## config.mk

```make
export PLATFORM = sky130hd
export DESIGN_NAME = conv33_window_collector
export DESIGN_NICKNAME = d
export VERILOG_FILES = /design/src/rtl/conv33_window_collector.sv
export SDC_FILE = /design/constraint.sdc
export NUM_CORES = 1
export LEC_CHECK = 0
export CAP_MARGIN = 0
export CELL_PAD_IN_SITES_DETAIL_PLACEMENT = 0
export CELL_PAD_IN_SITES_GLOBAL_PLACEMENT = 1
export CORE_ASPECT_RATIO = 1.4
export CORE_MARGIN = 2
export CORE_UTILIZATION = 52
export DETAILED_ROUTE_END_ITERATION = 10
export GPL_TIMING_DRIVEN = 0
export PLACE_DENSITY = 0.91
export SETUP_SLACK_MARGIN = 0.15
export SLEW_MARGIN = 20
export SYNTH_ARGS = -nofsm -noshare
export SYNTH_HDL_FRONTEND = slang
export SYNTH_SLANG_ARGS = --single-unit
```

## constraint.sdc

```tcl
create_clock -name clk -period 8.2 [get_ports clk]
set_clock_uncertainty 0.1 [all_clocks]
set_input_delay 2.46 -clock clk [delete_from_list [all_inputs] [get_ports clk]]
set_output_delay 2.46 -clock clk [all_outputs]
set_load 0.01 [all_outputs]
```

## src/rtl/conv33_window_collector.sv

```systemverilog
// Keeps 3x3 sums whose window lies fully inside the image and queues them on a valid/ready FIFO.
// Optional sticky drop flag `ovf` is built when CONV33_WC_OVF_EN is defined.
module conv33_window_collector #(
    parameter int unsigned WIDTH      = 16,
    parameter int unsigned IMG_W      = 64,
    parameter int unsigned IMG_H      = 64,
    parameter int unsigned FIFO_DEPTH = 4
) (
    input  logic             clk,
    input  logic             reset,
    input  logic             in_valid,
    input  logic [WIDTH-1:0] in_data,
    output logic             out_valid,
    input  logic             out_ready,
    output logic [WIDTH-1:0] out_data,
    output logic             out_last,
    output logic             frame_done
`ifdef CONV33_WC_OVF_EN
   ,output logic             ovf
`endif
);

    localparam int unsigned COL_W = $clog2(IMG_W);
    localparam int unsigned ROW_W = $clog2(IMG_H);
    localparam int unsigned AW    = $clog2(FIFO_DEPTH);
    localparam int unsigned PW    = AW + 1;

    typedef struct packed {
        logic [WIDTH-1:0] data;
        logic             last;
    } entry_t;

    logic [COL_W-1:0] r_col;
    logic [ROW_W-1:0] r_row;
    logic [PW-1:0]    r_wr_ptr;
    logic [PW-1:0]    r_rd_ptr;
    logic             r_out_valid;
    logic             r_frame_done;
    entry_t           r_mem [FIFO_DEPTH];

    logic             w_col_end;
    logic             w_row_end;
    logic             w_last_px;
    logic             w_win;
    logic             w_full;
    logic             w_pop;
    logic             w_push;
    logic             w_drop;
    logic [PW-1:0]    w_wr_nxt;
    logic [PW-1:0]    w_rd_nxt;

    assign w_col_end = (r_col == COL_W'(IMG_W - 1));
    assign w_row_end = (r_row == ROW_W'(IMG_H - 1));
    assign w_last_px = w_col_end && w_row_end;
    assign w_win     = in_valid && (r_row >= ROW_W'(2)) && (r_col >= COL_W'(2));

    // Extra pointer MSB distinguishes full from empty when the indices match.
    assign w_full    = (r_wr_ptr[AW] != r_rd_ptr[AW]) && (r_wr_ptr[AW-1:0] == r_rd_ptr[AW-1:0]);
    assign w_pop     = r_out_valid && out_ready;
    assign w_push    = w_win && (!w_full || w_pop);
    assign w_drop    = w_win && w_full && !w_pop;
    assign w_wr_nxt  = r_wr_ptr + PW'(w_push);
    assign w_rd_nxt  = r_rd_ptr + PW'(w_pop);

    // Raster position of the next accepted pixel.
    always_ff @(posedge clk or negedge reset) begin
        if (!reset) begin
            r_col <= '0;
            r_row <= '0;
        end else if (in_valid) begin
            if (w_col_end) begin
                r_col <= '0;
                r_row <= w_row_end ? '0 : r_row + ROW_W'(1);
            end else begin
                r_col <= r_col + COL_W'(1);
            end
        end
    end

    always_ff @(posedge clk or negedge reset) begin
        if (!reset) begin
            r_wr_ptr     <= '0;
            r_rd_ptr     <= '0;
            r_out_valid  <= 1'b0;
            r_frame_done <= 1'b0;
        end else begin
            r_wr_ptr     <= w_wr_nxt;
            r_rd_ptr     <= w_rd_nxt;
            r_out_valid  <= (w_wr_nxt != w_rd_nxt);
            r_frame_done <= in_valid && w_last_px;
        end
    end

    // Storage is cleared so the head reads as zero out of reset.
    always_ff @(posedge clk or negedge reset) begin
        if (!reset) begin
            for (int i = 0; i < int'(FIFO_DEPTH); i++) begin
                r_mem[i] <= '0;
            end
        end else if (w_push) begin
            r_mem[r_wr_ptr[AW-1:0]] <= '{data: in_data, last: w_last_px};
        end
    end

    assign out_valid  = r_out_valid;
    assign out_data   = r_mem[r_rd_ptr[AW-1:0]].data;
    assign out_last   = r_mem[r_rd_ptr[AW-1:0]].last;
    assign frame_done = r_frame_done;

`ifdef CONV33_WC_OVF_EN
    logic r_ovf;

    // Sticky until reset; frame wrap leaves it alone.
    always_ff @(posedge clk or negedge reset) begin
        if (!reset) begin
            r_ovf <= 1'b0;
        end else if (w_drop) begin
            r_ovf <= 1'b1;
        end
    end

    assign ovf = r_ovf;
`else
    logic w_drop_unused;
    assign w_drop_unused = w_drop;
`endif

endmodule

```

After elaboration in Yosys (flattened, before gate mapping)
Cells that the tools add are included.
{"block": "word_totals", "ff_bits": 88}
{"block": "op_classes", "mux": 8, "add_sub_neg": 4, "n_reduce_logical": 11, "eq_ne": 5, "bitwise": 2, "order_cmp": 5}
{"cell": "$bwmux 68", "n": 1}
{"cell": "$mux 17", "n": 3}
{"cell": "$bmux 17 s2", "n": 1}
{"cell": "$demux 17 s2", "n": 1}
{"cell": "$add 6x1->6 const B", "n": 2}
{"cell": "$eq 6x6->1 const B", "n": 2}
{"cell": "$ge 6x2->1 const B", "n": 2}
{"cell": "$mux 6", "n": 2}
{"cell": "$logic_and 1x1->1", "n": 8}
{"cell": "$add 3x1->3", "n": 2}
{"cell": "$ge 3x3->1 const B", "n": 2}
{"cell": "$not 2->3", "n": 2}
{"cell": "$lt 3x1->1 const B", "n": 1}
{"cell": "$ne 3x3->1", "n": 1}
{"cell": "$eq 2x2->1", "n": 1}
{"cell": "$reduce_and 2->1", "n": 1}
{"cell": "$logic_not 1->1", "n": 1}
{"cell": "$logic_or 1x1->1", "n": 1}
{"cell": "$ne 1x1->1", "n": 1}

Longest topological paths before layout
{"block": "depth", "ltp_word": 7, "mapped_depth": 10, "depth_no_buf": 10}

Worst setup path after synthesis
No wires, ideal clock.
{"block": "synth_timing", "path_type": "input to register", "start": "in out_ready", "end": "reg r_out_valid (netlist: out_valid)", "arrival_time_ns": 4.427, "stages": 9, "n_path_buf": 1, "setup_ns": 0.131, "path_slack_ns": 3.542, "cell_sequence": "and2_1 > or4_4 > buf_6 > and4_1 > ha_1 > ha_1 > xor2_1 > xor2_1 > or3_1"}
{"block": "synth_between", "elab_chain_len": 5, "word_cells_on_any_way": 6, "cone_classes": "add/sub (2); eq/ne (1); reduce/logical (3)"}
{"element": "start: declaration", "line": "14", "source": "input logic out_ready,"}
{"element": "$logic_and 1x1->1", "line": "59", "source": "assign w_pop = r_out_valid && out_ready;"}
{"element": "$logic_or 1x1->1", "line": "60", "source": "assign w_push = w_win && (!w_full || w_pop);"}
{"element": "$logic_and 1x1->1", "line": "60"}
{"element": "$add 3x1->3", "line": "62", "source": "assign w_wr_nxt = r_wr_ptr + PW'(w_push);"}
{"element": "via w_wr_nxt[2]", "line": "49", "source": "logic [PW-1:0] w_wr_nxt;"}
{"element": "$ne 3x3->1", "line": "89", "source": "r_out_valid <= (w_wr_nxt != w_rd_nxt);"}
{"element": "end signal: assignment", "line": "89"}
{"element": "end: declaration", "line": "37", "source": "logic r_out_valid;"}
The timed path passes the listed nets, and every way through them passes these cells.
A chain may end at the register's enable or synchronous reset.

Worst setup path after layout
{"block": "layout_timing", "start": "reg r_rd_ptr[0]", "end": "out out_data[11]"}
{"block": "layout_between", "elab_chain_len": 4}
{"element": "start: declaration", "line": "36", "source": "logic [PW-1:0] r_rd_ptr;"}
{"element": "start signal: assignment", "line": "88", "source": "r_rd_ptr <= w_rd_nxt;"}
{"element": "$not 2->3 (not written as such)", "line": "106", "source": "assign out_data = r_mem[r_rd_ptr[AW-1:0]].data;"}
{"element": "$bmux 17 s2", "line": "106"}
{"element": "$mux 17 (not written as such) (2 in series)", "line": "106"}
{"element": "end: declaration", "line": "15", "source": "output logic [WIDTH-1:0] out_data,"}
No other way between the ends. The select of a mux whose other input is x is not followed.

==> out/metrics.cfg <==
[status]
status = finished, final reports clean

[cells_and_area]
seq_area_um2 = 2200
multiInputGateArea_um2 = 1890
areaGrowthSynthToFinish_pct = 17.8
n_antenna_cell = 0
final_common_cell = dfrtp_1
fin_nets = 342
layout_common_cells = dfrtp_1, mux2_4, clkdlybuf4s50_1
fillerInstances = 558
drive_gt1_share_pct = 37.0

[pwr]
internal_power_mw = 0.819
p_leak_nw = 2.46
p_clk_share_pct = 29.1
power.switching_mw = 0.337
switching_share_pct = 29.2
pwr-share-seq_pct = 45.3
ir_drop_uv = 126
pwr-share-comb_pct = 25.6
p_per_area_nw_per_um2 = 232

[synthesis]
avgSynthCellArea_um2 = 16.0
syn-num-nets = 292
ys_seq_area_share_pct = 52.1
synth-warning-count = 0
syn_area_um2 = 4230
syn_inst = 264
ys_seq_elements = 88
synth_cell_types = 32

[floorplanning]
die_h_um = 111
die_x_um = 80.2
ios = 39
core_um2 = 7850
die_area_um2 = 8880
initial_core_util_pct = 53.9
num_rows = 38

[grt]
grt_max_degree = 58
grt_overflow = 0
antenna_found_initial = 0
grt_pass1_wl_um = 12600
grt_usage_pct = 18.5
grt_pass1_vias = 2504

[timing]
slew_headroom_pct = 54.9
setup_violations = 0
fin_crit_sh_pct = 61.0
max_freq_mhz = 200
final.setup.worst_slack_ps = 3200
finalHoldViolations = 0
min_period_ps = 5000
worst_pin_slew_ps = 671
rsz0062_at_grt = false
setup_tns_ps = 0
drv_slew = 0

[critical_path]
critPathArrivalTime_ps = 2440
crit_top_cell = buf_2
cpPeakStageDelay_ps = 560
critPathRequiredTime_ps = 5640
critPathMaxFanout = 10
crit_path_end_kind = primary output
path_cells = buf_2, buf_2, mux4_2, clkdlybuf4s50_1
start_kind = flip-flop
cpMaxStageDelayCell = mux4_2
worstSetupPathType = reg -> out

[clocking]
cts_root_buf = clkbuf_8
ctsHoldBuffers = 0
cts-htree-levels = 3
cts_setup_buffers = 0
insertion_delay_ps = 370
cts.path.max_buffers = 2
numCtsBuffers = 9
clkSinkCount = 88
cts_tree = done
cts_resized = 0
cts.clk_slew.worst_paths_ps = 80

[routing]
dr.pass1.iters = 4
drc = 0
wl_um = 7210
vias = 2341
avgViaCountPerCell = 5.59
drt_iter0_markers = 117
ant_nets = 0
routedWlPerCell_um = 17.2

[flow_run]
max-cap-violations = 0

[placed_design]
globalplace.congestion = 0.746
dp_slack_ps = 3030
hpwl_um = 4960
port_buffers = 38

[min_path]
min-delay-path-class = reg -> reg

## metrics by stage
stage / hold WS, ps / instances / util, % / area [um2] / total power [mW]
after floorplan: 368 / 264 / - / 4230 / 0.745
after global placement: 379 / 402 / 60.4 / 4740 / 0.827
after detailed placement: 387 / 403 / 60.7 / 4760 / 0.834
after CTS: 408 / 419 / 63.5 / 4980 / 1.17
after global routing: 424 / 419 / 63.5 / 4980 / 1.22
final: 404 / 419 / 63.5 / 4980 / 1.16
## state kept, by name (all words and copies together), names as in the netlist
name,count
r_wr_ptr,3
out_valid,1
frame_done,1
r_mem,68
r_col,6
r_row,6
r_rd_ptr,3
## layer usage
layer  wire (um)  GRT usage (%)  up-vias
li1            -              -     1075
met1        3160           24.5     1208
met2        3680           29.9       44
met3         224           3.26       14
met4         144           7.46        0
met5           0              0        -
## worst paths after layout
check                                 startpoint  slack (ps)               endpoint  cells past startpoint
max                        r_rd_ptr[0]$_DFF_PN0_        3200           out_data[11]                      4
min                        r_mem[21]$_DFFE_PN0P_         400  r_mem[21]$_DFFE_PN0P_                      1
max reg2reg                r_rd_ptr[1]$_DFF_PN0_        5410    out_valid$_DFF_PN0_                     10
min reg2reg                r_mem[21]$_DFFE_PN0P_         400  r_mem[21]$_DFFE_PN0P_                      1
max in group asynchronous                  reset        5460  r_mem[21]$_DFFE_PN0P_                      2
min in group asynchronous                  reset        1930  r_mem[66]$_DFFE_PN0P_                      1
## logic make-up (layout without fill, tap and decap cells)
group                    Yosys count  in the layout  share of synthesized area [%]
adder cells (fa/ha/maj)            8              8                           2.37
XOR/XNOR                          14             14                           2.90
buffers and inverters             13             68                           3.16
flip-flops                        88             88                           52.1
multiplexers                      87             87                           31.5
AND/OR/NAND/NOR                   42             42                           6.42
AO/OA/AOI/OAI                     12             12                           1.63
## synthesized netlist by cell type (all sizes together)
| cell | instances | area (um2) |
|---|---|---|
| dfrtp | 88 | 2200 |
| mux2 | 69 | 927 |
| mux4 | 17 | 394 |
| buf | 10 | 123 |
| ha | 8 | 100 |
| nand2 | 8 | 30.0 |
| nand3 | 8 | 90.1 |
| nor2 | 8 | 30.0 |
| xor2 | 8 | 70.1 |
| a21oi | 6 | 30.0 |
| xnor2 | 6 | 52.6 |
| nand4 | 4 | 25.0 |
| and2 | 3 | 18.8 |
| inv | 3 | 11.3 |
| o21ai | 3 | 15.0 |
| nor3 | 2 | 10.0 |
| nor4 | 2 | 12.5 |
| or3 | 2 | 12.5 |
| a211oi | 1 | 7.51 |
| a221o | 1 | 10.0 |
| a31oi | 1 | 6.26 |
| and4 | 1 | 8.76 |
| mux2i | 1 | 10.0 |
| nand3b | 1 | 7.51 |
| or2 | 1 | 6.26 |
| or3b | 1 | 8.76 |
| or4 | 1 | 11.3 |
## worst max-delay path: cells and delay by family, from the launching register on
family | cells | cell delay, ps
buffers and inverters | 3 | 1180
muxes | 1 | 560
DFF | 1 | 350
## power groups by stage
stage               Clock [mW]  Sequential (mW)  Combinational, mW
detailed placement           0            0.532              0.302
global route             0.363            0.531              0.328
finish                   0.337            0.524              0.296
global placement             0            0.531              0.296
floorplan                    0            0.523              0.222
CTS                      0.343            0.524              0.303
## layout make-up
type | instances | share of cell area (%)
sequential | 88 | 44.2
clock inverter | 7 | 2.01
buffer | 10 | 2.46
tap | 100 | 2.51
clock buffer | 9 | 2.48
multi-input combinational | 163 | 38.0
inverter | 3 | 0.226
timing repair buffer | 39 | 8.13
(Power assumes the default switching activity.)
